`src/rtl/serial_word_shifter.sv`:
```
// serial_word_shifter: parallel words in over valid/ready, one bit per
// clock out on w, with a one-word holding register and optional gap.
module serial_word_shifter #(
  parameter int WIDTH      = 8,
  parameter bit MSB_FIRST  = 1'b1,
  parameter bit IDLE_LEVEL = 1'b0,
  parameter int GAP_CYCLES = 0
) (
  input  logic             clk,
  input  logic             reset,
  input  logic [WIDTH-1:0] data_in,
  input  logic             data_valid,
  output logic             data_ready,
  output logic             w,
  output logic             w_valid,
  output logic             word_done,
  output logic             busy
);

  localparam int CW = $clog2(WIDTH);
  localparam logic [CW-1:0] BIT_LAST = CW'(WIDTH - 1);
  localparam logic [3:0] GAP_LAST =
    (GAP_CYCLES > 0) ? 4'(GAP_CYCLES - 1) : 4'd0;

  typedef enum logic [1:0] {
    IDLE,
    SHIFT,
    GAP
  } state_t;

  state_t           r_state;
  logic [WIDTH-1:0] r_hold;
  logic [WIDTH-1:0] r_sh;
  logic             r_hold_full;
  logic [CW-1:0]    r_bit_cnt;
  logic [3:0]       r_gap_cnt;

  logic             w_accept;
  logic             w_last;
  logic             w_gap_end;
  logic             w_bit;
  logic [WIDTH-1:0] w_sh_next;

  assign w_accept  = data_valid && !r_hold_full;
  assign w_last    = (r_state == SHIFT) && (r_bit_cnt == BIT_LAST);
  assign w_gap_end = (r_state == GAP) && (r_gap_cnt == GAP_LAST);
  assign w_bit     = MSB_FIRST ? r_sh[WIDTH-1] : r_sh[0];
  assign w_sh_next = MSB_FIRST ? {r_sh[WIDTH-2:0], 1'b0}
                               : {1'b0, r_sh[WIDTH-1:1]};

  // Accept and reload are exclusive: reload needs hold full, accept empty.
  always_ff @(posedge clk) begin
    if (reset) begin
      r_state     <= IDLE;
      r_hold      <= '0;
      r_hold_full <= 1'b0;
      r_sh        <= '0;
      r_bit_cnt   <= '0;
      r_gap_cnt   <= '0;
    end else begin
      if (w_accept) begin
        r_hold      <= data_in;
        r_hold_full <= 1'b1;
      end
      unique case (r_state)
        IDLE: begin
          if (r_hold_full) begin
            r_sh        <= r_hold;
            r_hold_full <= 1'b0;
            r_bit_cnt   <= '0;
            r_state     <= SHIFT;
          end
        end
        SHIFT: begin
          r_sh      <= w_sh_next;
          r_bit_cnt <= r_bit_cnt + 1'b1;
          if (w_last) begin
            r_bit_cnt <= '0;
            if (GAP_CYCLES > 0) begin
              r_gap_cnt <= '0;
              r_state   <= GAP;
            end else if (r_hold_full) begin
              r_sh        <= r_hold;
              r_hold_full <= 1'b0;
            end else begin
              r_state <= IDLE;
            end
          end
        end
        GAP: begin
          r_gap_cnt <= r_gap_cnt + 4'd1;
          if (w_gap_end) begin
            r_gap_cnt <= '0;
            if (r_hold_full) begin
              r_sh        <= r_hold;
              r_hold_full <= 1'b0;
              r_bit_cnt   <= '0;
              r_state     <= SHIFT;
            end else begin
              r_state <= IDLE;
            end
          end
        end
        default: r_state <= IDLE;
      endcase
    end
  end

  assign data_ready = !r_hold_full;
  assign w          = (r_state == SHIFT) ? w_bit : IDLE_LEVEL;
  assign w_valid    = (r_state == SHIFT);
  assign word_done  = w_last;
  assign busy       = (r_state != IDLE) || r_hold_full;

endmodule

```
`config.mk`:
```
export PLATFORM = sky130hd
export DESIGN_NAME = serial_word_shifter
export DESIGN_NICKNAME = d
export VERILOG_FILES = /design/src/rtl/serial_word_shifter.sv
export SDC_FILE = /design/constraint.sdc
export NUM_CORES = 1
export LEC_CHECK = 0
export CAP_MARGIN = 20
export CORE_MARGIN = 2
export CORE_UTILIZATION = 46
export DETAILED_ROUTE_END_ITERATION = 8
export PLACE_DENSITY = 0.71
export SLEW_MARGIN = 20
export SYNTH_ARGS = -nofsm -noshare
export SYNTH_HDL_FRONTEND = slang
export SYNTH_SLANG_ARGS = --single-unit
```
`constraint.sdc`:
```
create_clock -name clk -period 1.8 [get_ports clk]
set_clock_uncertainty 0.1 [all_clocks]
set_input_delay 0.27 -clock clk [delete_from_list [all_inputs] [get_ports clk]]
set_output_delay 0.27 -clock clk [all_outputs]
set_load 0.01 [all_outputs]
```
==> flow_metrics.py <==
metrics = {
    "logic_synthesis": {
        "yosysTopAreaCell": "dfxtp_1",
        "syn_inst": 109,
        "netlist_area_um2": 940.9,
        "yosysSeqAreaShare": 0.4468,
        "synth_nets": 123,
        "synth_top_cell_area_share": 0.4468,
        "syn_avg_cell_area_um2": 8.632,
        "yosys-top-cells-area": "dfxtp_1 45%, a221oi_2 11%, a21oi_1 10%",
        "synth_cell_type_count": 22,
        "yosys_warnings": 0,
        "ys_ff_latch": 21,
    },
    "timing": {
        "tightest_slew_ns": 0.3741,
        "fin_tns_setup_ns": 0,
        "period_needed_ns": 1.718,
        "finalSetupViolCount": 0,
        "fmax_ghz": 0.5821,
        "max-slew-margin-rel": 0.7506,
        "hold_violations": 0,
        "rsz0062_at_grt": "false",
        "drv_slew": 0,
        "period_share": 0.9545,
    },
    "drt": {
        "dr.pass1.iters": 4,
        "drt_iter0_drc": 24,
        "wl_per_cell_um": 12.06,
        "post_drt_via_cell_ratio": 5.169,
        "drc": 0,
        "wl_mm": 1.857,
        "ant_nets": 0,
        "vias": 796,
    },
    "run": {
        "drv_cap": 0,
    },
    "global_routing": {
        "grt_max_degree": 22,
        "grt_pass1_vias": 769,
        "grtUsageMet3": 0.03067,
        "grt_busiest_layer": "met2",
        "antenna_found_initial": 0,
        "groute.layer.met1.usage": 0.2229,
        "grt.met2_usage": 0.2928,
        "grt_overflow": 0,
        "grt.total_usage": 0.1795,
        "grt_first_pass_wirelength_mm": 3.353,
    },
    "worst_setup_path": {
        "cpPeakStageDelay_ns": 0.54,
        "endpoint": "w_valid",
        "cp_max_fo": 9,
        "crit_path_start_kind": "register",
        "cp.arrival_ns": 1.35,
        "worstSetupStartpoint": "r_state[0]",
        "critPathSlowestCell": "clkdlybuf4s50_1",
        "reg2reg_depth": 6,
        "endpoint_kind": "output port",
        "critPathRequiredTime_ns": 1.43,
        "rr_endpoint": "r_sh[5]",
        "crit_chain": "buf_4, clkdlybuf4s50_1",
        "rr_startpoint": "r_bit_cnt[0]",
        "r2r_setup_slack_ns": 0.11,
        "path_class": "reg2out",
    },
    "floorplan": {
        "die_height_um": 49.23,
        "die-area_mm2": 0.002423,
        "core_area_mm2": 0.001942,
        "fp.dieW_um": 49.23,
        "start_util": 0.4845,
        "num_rows": 16,
        "io_pins": 16,
    },
    "clock_tree": {
        "clock_latency_ns": 0.30,
        "path_clk_slew_ns": 0.11,
        "cts_buffers": 3,
        "root_buffer": "clkbuf_4",
        "cts_hold_buffers": 0,
        "htreeDepth": 1,
        "clk_path_buf_depth": 2,
        "clock-sinks": 21,
        "cts_tree": "done",
        "post_cts_buffers": 0,
    },
    "cells_and_area": {
        "antenna_cells": 0,
        "register_area_um2": 421.7,
        "fillers": 185,
        "finalNonFillerCells": 154,
        "fin_util": 0.5966,
        "final_cell_mix": "25 x nand2_1, 20 x dfxtp_1, 19 x a21oi_1, 12 x clkdlybuf4s50_1, 10 x inv_1",
        "num-nets-final": 142,
        "final_layout_size_suffix_gt1_frac": 0.1654,
        "final_common_cell": "nand2_1",
        "final_cell_area_mm2": 0.001159,
        "multi_input_area_um2": 447.9,
        "area_growth_pct": 23.14,
    },
    "outcome": {
        "outcome": "finished clean",
    },
    "hold_path": {
        "holdCritPathClass": "reg2reg",
    },
    "placement": {
        "place_congestion": 0.7770,
        "place_hpwl_mm": 1.396,
        "portBuffers": 15,
        "placed_area_mm2": 0.001135,
        "dp.cells": 150,
    },
    "power": {
        "power.density_mw_per_mm2": 881.8,
        "p_leak_nw": 0.4596,
        "ir_worst_vdd_v": 0.0006514,
    },
}
-- metrics by stage --
| step | power, mW | setup slack (ns) | hold WS (ns) |
|---|---|---|---|
| 2_1_floorplan | 0.7216 | 0.2912 | 0.2362 |
| 3_3_place_gp | 0.7952 | 0.1458 | 0.3456 |
| 3_5_place_dp | 0.8078 | 0.09857 | 0.3476 |
| 4_1_cts | 1.030 | 0.003317 | 0.3637 |
| 5_1_grt | 1.088 | 0.003296 | 0.3988 |
| 6_report | 1.022 | 0.08196 | 0.3649 |
-- cell type report --
cell class | instances | share of cell area
multi-input cells | 71 | 0.3866
flip-flops and latches | 21 | 0.3639
repair buffers | 21 | 0.1652
inverters | 10 | 0.03240
well taps | 27 | 0.02916
clock buffers | 4 | 0.02268
-- metal layers --
metal / vias to the layer above / wire (um)
met2: 25 / 889
li1: 402 / -
met4: 0 / 53
met1: 362 / 816
met3: 7 / 99
met5: - / 0
-- flip-flops by register name, summed over array words and instances, names as in the netlist --
| register | flops |
|---|---|
| r_bit_cnt | 3 |
| r_hold | 8 |
| r_hold_full | 1 |
| r_sh | 8 |
| r_state | 1 |
-- Yosys cell counts (all sizes together) --
| master | count |
|---|---|
| ha | 3 |
| and2 | 1 |
| nand2 | 25 |
| a21bo | 1 |
| nor2b | 1 |
| inv | 10 |
| a21boi | 1 |
| clkbuf | 1 |
| or3 | 1 |
| nor2 | 4 |
| dfxtp | 21 |
| buf | 6 |
| nor4b | 1 |
| o21ai | 1 |
| nand3 | 3 |
| a221oi | 7 |
| nor4bb | 1 |
| nand2b | 1 |
| a21oi | 20 |
-- cells by family after synthesis --
kind of cell	share of synthesized area
AND/OR/NAND/NOR	0.1782
AO/OA/AOI/OAI	0.2580
flip-flops	0.4468
buffers and inverters	0.07713
adder cells (fa/ha/maj)	0.03990
-- what timing repair did --
item,4_1_cts,5_1_grt
endpoints found under the setup margin,2,2
gates resized for setup,4,2
pin swaps,0,0
-- power breakdown --
| part | switching, mW | total [mW] | internal (mW) |
|---|---|---|---|
| Clock | 0.141 | 0.228 | 0.0866 |
| Combinational | 0.143 | 0.263 | 0.121 |
| Sequential | 0.0223 | 0.531 | 0.509 |
-- worst min-delay path by stage --
stage / slack (ns) / startpoint / depth (start not counted) / to
CTS: 0.36 / r_hold[5] / 2 / r_hold[5]
global placement: 0.35 / r_hold[5] / 2 / r_hold[5]
floorplan: 0.24 / reset / 1 / r_sh[1]
global route: 0.40 / r_hold[5] / 2 / r_hold[5]
finish: 0.36 / r_hold[5] / 2 / r_hold[5]
detailed placement: 0.35 / r_hold[5] / 2 / r_hold[5]
-- critical path: cells and delay by family, from the launching register on --
kind	cells	cell delay, ns
buf+inv	2	0.69
flops	1	0.35
Note: power is estimated with default switching activity, not from simulation.
